`src/rtl/conv1_pkg.sv`:
```
// Shared constants and types for the first convolution layer's input stage.
package conv1_pkg;

  localparam int WIDTH           = 28;
  localparam int HEIGHT          = 28;
  localparam int DATA_BITS       = 8;
  localparam int FILTER_SIZE     = 5;

  // Enough history to reach from the newest pixel back to the top-left tap.
  localparam int BUF_LEN         = (FILTER_SIZE-1)*WIDTH + FILTER_SIZE;
  localparam int NUM_TAPS        = FILTER_SIZE*FILTER_SIZE;
  localparam int VALID_PER_FRAME = (WIDTH-FILTER_SIZE+1)*(HEIGHT-FILTER_SIZE+1);

  localparam int COL_W           = $clog2(WIDTH);
  localparam int ROW_W           = $clog2(HEIGHT);

  typedef logic [DATA_BITS-1:0] pixel_t;

endpackage

```
`src/rtl/conv1_pos_counter.sv`:
```
// Raster position of the next pixel to be accepted, plus window/frame flags.
module conv1_pos_counter
  import conv1_pkg::*;
(
  input  logic clk,
  input  logic rst_n,
  input  logic accept,
  output logic in_window,
  output logic last_pixel
);

  localparam logic [COL_W-1:0] COL_LAST = COL_W'(WIDTH-1);
  localparam logic [ROW_W-1:0] ROW_LAST = ROW_W'(HEIGHT-1);
  localparam logic [COL_W-1:0] COL_WIN  = COL_W'(FILTER_SIZE-1);
  localparam logic [ROW_W-1:0] ROW_WIN  = ROW_W'(FILTER_SIZE-1);

  logic [COL_W-1:0] col;
  logic [ROW_W-1:0] row;

  // Advance col/row on each accepted pixel, wrapping at line and frame ends.
  always_ff @(posedge clk) begin
    if (!rst_n) begin
      col <= '0;
      row <= '0;
    end else if (accept) begin
      if (col == COL_LAST) begin
        col <= '0;
        row <= (row == ROW_LAST) ? '0 : row + 1'b1;
      end else begin
        col <= col + 1'b1;
      end
    end
  end

  // A window is complete only when the pixel being accepted is its bottom-right
  // corner and the whole 5x5 footprint lies inside the current frame.
  assign in_window  = (row >= ROW_WIN) && (col >= COL_WIN);
  assign last_pixel = (row == ROW_LAST) && (col == COL_LAST);

endmodule

```
`src/rtl/conv1_buf.sv`:
```
// Line buffer + 5x5 window generator for the conv1 sum stage.
module conv1_buf
  import conv1_pkg::*;
(
  input  logic                 clk,
  input  logic                 rst_n,
  input  logic                 valid_in,
  input  logic [DATA_BITS-1:0] data_in,
  output logic [DATA_BITS-1:0] data_out_0,
  output logic [DATA_BITS-1:0] data_out_1,
  output logic [DATA_BITS-1:0] data_out_2,
  output logic [DATA_BITS-1:0] data_out_3,
  output logic [DATA_BITS-1:0] data_out_4,
  output logic [DATA_BITS-1:0] data_out_5,
  output logic [DATA_BITS-1:0] data_out_6,
  output logic [DATA_BITS-1:0] data_out_7,
  output logic [DATA_BITS-1:0] data_out_8,
  output logic [DATA_BITS-1:0] data_out_9,
  output logic [DATA_BITS-1:0] data_out_10,
  output logic [DATA_BITS-1:0] data_out_11,
  output logic [DATA_BITS-1:0] data_out_12,
  output logic [DATA_BITS-1:0] data_out_13,
  output logic [DATA_BITS-1:0] data_out_14,
  output logic [DATA_BITS-1:0] data_out_15,
  output logic [DATA_BITS-1:0] data_out_16,
  output logic [DATA_BITS-1:0] data_out_17,
  output logic [DATA_BITS-1:0] data_out_18,
  output logic [DATA_BITS-1:0] data_out_19,
  output logic [DATA_BITS-1:0] data_out_20,
  output logic [DATA_BITS-1:0] data_out_21,
  output logic [DATA_BITS-1:0] data_out_22,
  output logic [DATA_BITS-1:0] data_out_23,
  output logic [DATA_BITS-1:0] data_out_24,
  output logic                 valid_out_buf,
  output logic                 frame_done
);

  pixel_t [BUF_LEN-1:0]  sr;
  pixel_t [NUM_TAPS-1:0] taps;
  logic                  in_window;
  logic                  last_pixel;

  conv1_pos_counter u_pos (
    .clk       (clk),
    .rst_n     (rst_n),
    .accept    (valid_in),
    .in_window (in_window),
    .last_pixel(last_pixel)
  );

  // Pixel history: newest at sr[0]; holds on stall, cleared on reset.
  always_ff @(posedge clk) begin
    if (!rst_n)        sr <= '0;
    else if (valid_in) sr <= {sr[BUF_LEN-2:0], data_in};
  end

  // Flags registered so they line up with the taps updated by the same edge.
  always_ff @(posedge clk) begin
    if (!rst_n) begin
      valid_out_buf <= 1'b0;
      frame_done    <= 1'b0;
    end else begin
      valid_out_buf <= valid_in & in_window;
      frame_done    <= valid_in & last_pixel;
    end
  end

  // Tap r,c sits (4-r) lines and (4-c) pixels behind the newest pixel.
  for (genvar r = 0; r < FILTER_SIZE; r++) begin : g_row
    for (genvar c = 0; c < FILTER_SIZE; c++) begin : g_col
      assign taps[r*FILTER_SIZE+c] = sr[(FILTER_SIZE-1-r)*WIDTH + (FILTER_SIZE-1-c)];
    end
  end

  assign data_out_0  = taps[0];
  assign data_out_1  = taps[1];
  assign data_out_2  = taps[2];
  assign data_out_3  = taps[3];
  assign data_out_4  = taps[4];
  assign data_out_5  = taps[5];
  assign data_out_6  = taps[6];
  assign data_out_7  = taps[7];
  assign data_out_8  = taps[8];
  assign data_out_9  = taps[9];
  assign data_out_10 = taps[10];
  assign data_out_11 = taps[11];
  assign data_out_12 = taps[12];
  assign data_out_13 = taps[13];
  assign data_out_14 = taps[14];
  assign data_out_15 = taps[15];
  assign data_out_16 = taps[16];
  assign data_out_17 = taps[17];
  assign data_out_18 = taps[18];
  assign data_out_19 = taps[19];
  assign data_out_20 = taps[20];
  assign data_out_21 = taps[21];
  assign data_out_22 = taps[22];
  assign data_out_23 = taps[23];
  assign data_out_24 = taps[24];

endmodule

```
`config.mk`:
```
export PLATFORM = sky130hd
export DESIGN_NAME = conv1_buf
export DESIGN_NICKNAME = d
export VERILOG_FILES = /design/src/rtl/conv1_pkg.sv /design/src/rtl/conv1_pos_counter.sv /design/src/rtl/conv1_buf.sv
export SDC_FILE = /design/constraint.sdc
export NUM_CORES = 2
export LEC_CHECK = 0
export CAP_MARGIN = 10
export CORE_MARGIN = 2
export CORE_UTILIZATION = 46
export CTS_BUF_LIST = sky130_fd_sc_hd__clkbuf_2
export DETAILED_ROUTE_END_ITERATION = 10
export HOLD_SLACK_MARGIN = 0.08
export PLACE_DENSITY_LB_ADDON = 0.12
export REMOVE_ABC_BUFFERS = 1
export SYNTH_ARGS = -nofsm -noshare
export SYNTH_HDL_FRONTEND = slang
export SYNTH_SLANG_ARGS = --single-unit
```
`constraint.sdc`:
```
create_clock -name clk -period 1.9 [get_ports clk]
set_clock_uncertainty 0.05 [all_clocks]
set_input_delay 0.38 -clock clk [delete_from_list [all_inputs] [get_ports clk]]
set_output_delay 0.38 -clock clk [all_outputs]
set_load 0.01 [all_outputs]
```
; Word level (Yosys, flattened, before mapping)
; Index checks and enable logic that the tools add are counted.
[op_classes]
magnitude_cmp = 2
n_eq_ne = 2
n_mux = 2
n_bitwise = 2
n_addsub = 2
n_reduce_logical = 3
[ops]
columns = operator, count
row1 = "adder 5 x 1 -> 5 bit, second input constant", 2
row2 = "equality test 5 bit, second input constant", 2
row3 = ">= comparator 5 x 3 -> 1 bit, second input constant", 2
row4 = two-way mux 5 bit, 2
row5 = bitwise AND 1 bit, 2
row6 = logical AND 1 bit, 2
row7 = AND reduction 2 bit, 1
[word_totals]
input_bits = 11
ff_bits = 948
wordCells = 134
output_inout_bits = 202

; Longest topological paths before layout
[depth]
word_depth = 3
ltp_mapped = 6
depth_no_buf = 4

; By module
; Synthesis repeated with hierarchy kept, for this count alone.
[hier_totals]
hier_cells = 3284
hier_area_um2 = 38371.8
[modules_own_cells]
columns = mod, area_per_inst_um2, n_inst, seq_area_each_um2, cells_per_inst
row1 = conv1_buf, 37832.5, 1, 18778.0, 3221
row2 = conv1_pos_counter, 539.3, 1, 200.2, 63

; Worst setup path after synthesis
; No wires, ideal clock.
[synth_timing]
path_type = register -> register
start = reg u_pos.col[0]
end = reg u_pos.row[3]
setup_ps = 117
setup_slack_ps = 486
path_buffers = 0
arrival_ps = 1247
stages_incl_launch_ff = 5
t_required_ps = 1733
period_less_slack_ps = 1414
path_cell_list = dfxtp_1 > ha_1 > nand3_1 > a211o_1 > a32o_1
[synth_via]
elab_chain_cells = 2
[synth_lines]
columns = item, line
row1 = start: declaration, conv1_pos_counter.sv:17  ; logic [COL_W-1:0] col;
row2 = start signal: assignment, conv1_pos_counter.sv:30  ; col <= col + 1'b1;
row3 = equality test 5 bit, conv1_pos_counter.sv:26  ; if (col == COL_LAST) begin
row4 = AND reduction 2 bit (no line), n/a
row5 = end signal: assignment, conv1_pos_counter.sv:28  ; row <= (row == ROW_LAST) ? '0 : row + 1'b1;
row6 = end: declaration, conv1_pos_counter.sv:18  ; logic [ROW_W-1:0] row;
; No other way between the ends.
; A chain may end at the register's enable or synchronous reset.

; Final worst setup path
[layout_timing]
start = reg sr, in the netlist data_out_10[6]
end = out data_out_10[6]
[layout_rtl]
columns = item, line
row1 = start: declaration, conv1_buf.sv:38  ; pixel_t [BUF_LEN-1:0] sr;
row2 = start signal: assignment, conv1_buf.sv:54  ; else if (valid_in) sr <= {sr[BUF_LEN-2:0], data_in};
row3 = end: declaration, conv1_buf.sv:19  ; output logic [DATA_BITS-1:0] data_out_10,
; No word-level cell between the ends.

==> impl_metrics.json <==
{
  "status": "finished, violations left",
  "violations": "negative setup slack",
  "netlist.area_leader.share_pct": 54.1,
  "area_growth_pct": 17.8,
  "fmax_ghz": 0.446,
  "cts_buffers": 233,
  "largest_reg_flops": 736,
  "first_global_vias": 22200,
  "cp.required_ps": 1470,
  "powerDensity_mw_per_mm2": 822,
  "dpl_cell_area_sq_mm": 0.0372,
  "drtPass1Iterations": 4,
  "multi_input_comb_area_sq_mm": 0.0132,
  "viasPerCell": 4.68,
  "hold_viol": 0,
  "num_rows": 101,
  "dieHeight_um": 280,
  "vias": 22300,
  "relSlewSlack_pct": 49.1,
  "clk_pin_slew_ps": 110,
  "crit_arrival_ps": 1810,
  "nFillCells": 6689,
  "final_area_sq_mm": 0.0413,
  "min_path_type": "flop to flop",
  "final_antenna_net_count": 0,
  "timing.final.crit_share_pct": 118,
  "tightest_slew_ps": 763,
  "max_stage_delay_ps": 350,
  "finalMaxSlewViolations": 0,
  "io_buffer_count": 212,
  "start_kind": "flop",
  "start_util_pct": 46.3,
  "ys_types": 30,
  "die_w_um": 280,
  "post_drt_wl_per_cell_um": 12.4,
  "min_period_ps": 2240,
  "p_total_mw": 33.9,
  "grt_first_pass_wirelength_um": 101000,
  "slowest_stage": "dfxtp_2",
  "clk_path_buf_depth": 3,
  "synth_top_cell_by_area": "dfxtp_1",
  "cts-root-buf": "clkbuf_2",
  "maxCapViolCount": 0,
  "ir_drop_mv": 0.469,
  "setup_ws_ps": -340,
  "yosys_warnings": 0,
  "layout-drive-gt1-share_pct": 28.2,
  "clkLatencyLatePin_ps": 1320,
  "cp_cell_sequence": "buf_6",
  "ys_top_cells_by_area": "dfxtp_1, mux2i_1, nor2_1",
  "drcViolationCount": 0,
  "antenna_found_initial": 2,
  "seqCellArea_sq_mm": 0.0192,
  "pre_cts_ws_ps": -24.5,
  "die_area_sq_mm": 0.0784,
  "cp-end-kind": "primary output",
  "ys_seq_elements": 948,
  "cp_max_fo": 2,
  "grt_max_degree": 81,
  "p_leak_nw": 19.4,
  "io_pins": 213,
  "synth-seq-area-share_pct": 54.1,
  "cts_sinks": 948,
  "rsz0062_at_grt": "true",
  "setup_viol": 203,
  "syn_inst": 3281,
  "drt-initial-drc-count": 588,
  "critical_path_class": "flop to primary output",
  "routed_wl_um": 59400,
  "dp_hpwl_um": 34900,
  "final_nets": 3675,
  "cp_top_family": "flip-flops",
  "grt_overflow": 0,
  "fp.coreArea_sq_mm": 0.0757,
  "grt_use_total_pct": 15.0,
  "cts_tree": "yes",
  "h-tree-depth": 4,
  "top_register": "sr",
  "gp_congestion": 0.717,
  "syn_area_sq_mm": 0.0351,
  "syn_avg_cell_area_sq_um": 10.7,
  "worstPathBufferInverterCount": 1
}
[cell families (layout without fill, tap and decap cells)]
group,Yosys count,count (layout),share of synthesized area (%)
muxes,938,938,26.8
AOI/OAI and AO/OA,11,11,0.203
DFF,948,948,54.1
and+or+nand+nor,962,962,10.4
xor gates and xnor gates,3,3,0.0750
buffers and inverters,415,927,8.25
other,0,2,0
adders and majority gates,4,4,0.143
[cells in the mapped netlist]
cell	count
buf_1	12
nand4b_1	2
nor2b_1	1
buf_4	251
nand4_1	2
nand3_1	4
inv_1	4
xor2_1	2
inv_2	1
buf_6	44
ha_1	4
dfxtp_1	948
nand2b_1	1
and3_1	1
o311ai_0	1
o21ai_0	3
nand2_1	4
buf_2	49
xnor2_1	1
mux2i_1	938
o311ai_1	1
nand3b_1	2
clkbuf_1	54
a21oi_1	3
nor2_1	942
o21ai_1	1
nor4_1	1
a211o_1	1
nor3_1	2
a32o_1	1
[through the flow]
stage / hold slack, ps / cells / setup TNS, ps / util (%)
2_1_floorplan: 410 / 2871 / -5788800 / -
5_1_grt: 362 / 4773 / -100390 / 54.5
3_3_place_gp: 421 / 4185 / -4100 / 49.1
6_report: 381 / 4773 / -58240 / 54.5
3_5_place_dp: 428 / 4185 / -992 / 49.1
4_1_cts: 270 / 4748 / -113720 / 54.3
[placed cells by master, fill, tap and decap left out, types with 2 or more instances in the layout]
cell / n
clkinv_4: 2
nand4b_1: 2
dfxtp_1: 746
clkinv_1: 26
buf_6: 202
clkdlybuf4s50_1: 9
inv_2: 4
nand3_1: 4
a21oi_1: 3
buf_4: 264
dlygate4sd3_1: 22
nor3_1: 2
nand2_1: 4
bufinv_16: 2
diode_2: 2
dfxtp_4: 7
o21ai_0: 3
buf_12: 55
nor2_1: 942
clkbuf_2: 327
nand4_1: 2
clkinv_2: 2
dfxtp_2: 195
nand3b_1: 2
inv_1: 4
inv_6: 4
xor2_1: 2
ha_1: 4
mux2i_1: 938
[area by class of cell]
type | count | area share (%)
Clock inverter | 41 | 0.588
Sequential cell | 948 | 46.6
Tap cell | 978 | 2.96
Timing Repair Buffer | 554 | 13.9
Multi-Input combinational cell | 1918 | 31.9
Inverter | 5 | 0.0636
Antenna cell | 2 | 0.0121
Clock buffer | 327 | 3.96
[per-layer routing]
metal	global-route usage [%]	part of all wire [%]
met1	17.8	46
met5	0	0
met3	3.87	4.2
met2	25.4	48
met4	7.03	1.8
[what timing repair did]
action                                  in CTS  in global routing
gates resized for setup                   1227                  2
buffers inserted                           172                 22
hold endpoints to repair                   948                  0
cloned                                       0                  1
endpoints found under the setup margin     202                203
hold buffers                                23                  0
[where the power goes]
part / total, mW / switching, mW / internal, mW
Sequential: 19.9 / 0.0221 / 19.9
Clock: 12.3 / 7.47 / 4.85
Combinational: 1.74 / 0.920 / 0.818
Total: 33.9 / 8.41 / 25.5
[path summary, 6_finish.rpt]
check	start	endpoint	slack (ps)	cells past startpoint
worst max-delay path	data_out_10[6]$_SDFFE_PN0P_	data_out_10[6]	-340	1
worst max register to register	sr[367]$_SDFFE_PN0P_	sr[375]$_SDFFE_PN0P_	170	4
worst min register to register	sr[798]$_SDFFE_PN0P_	sr[806]$_SDFFE_PN0P_	380	2
worst min-delay path	sr[798]$_SDFFE_PN0P_	sr[806]$_SDFFE_PN0P_	380	2
(Power assumes the default switching activity.)
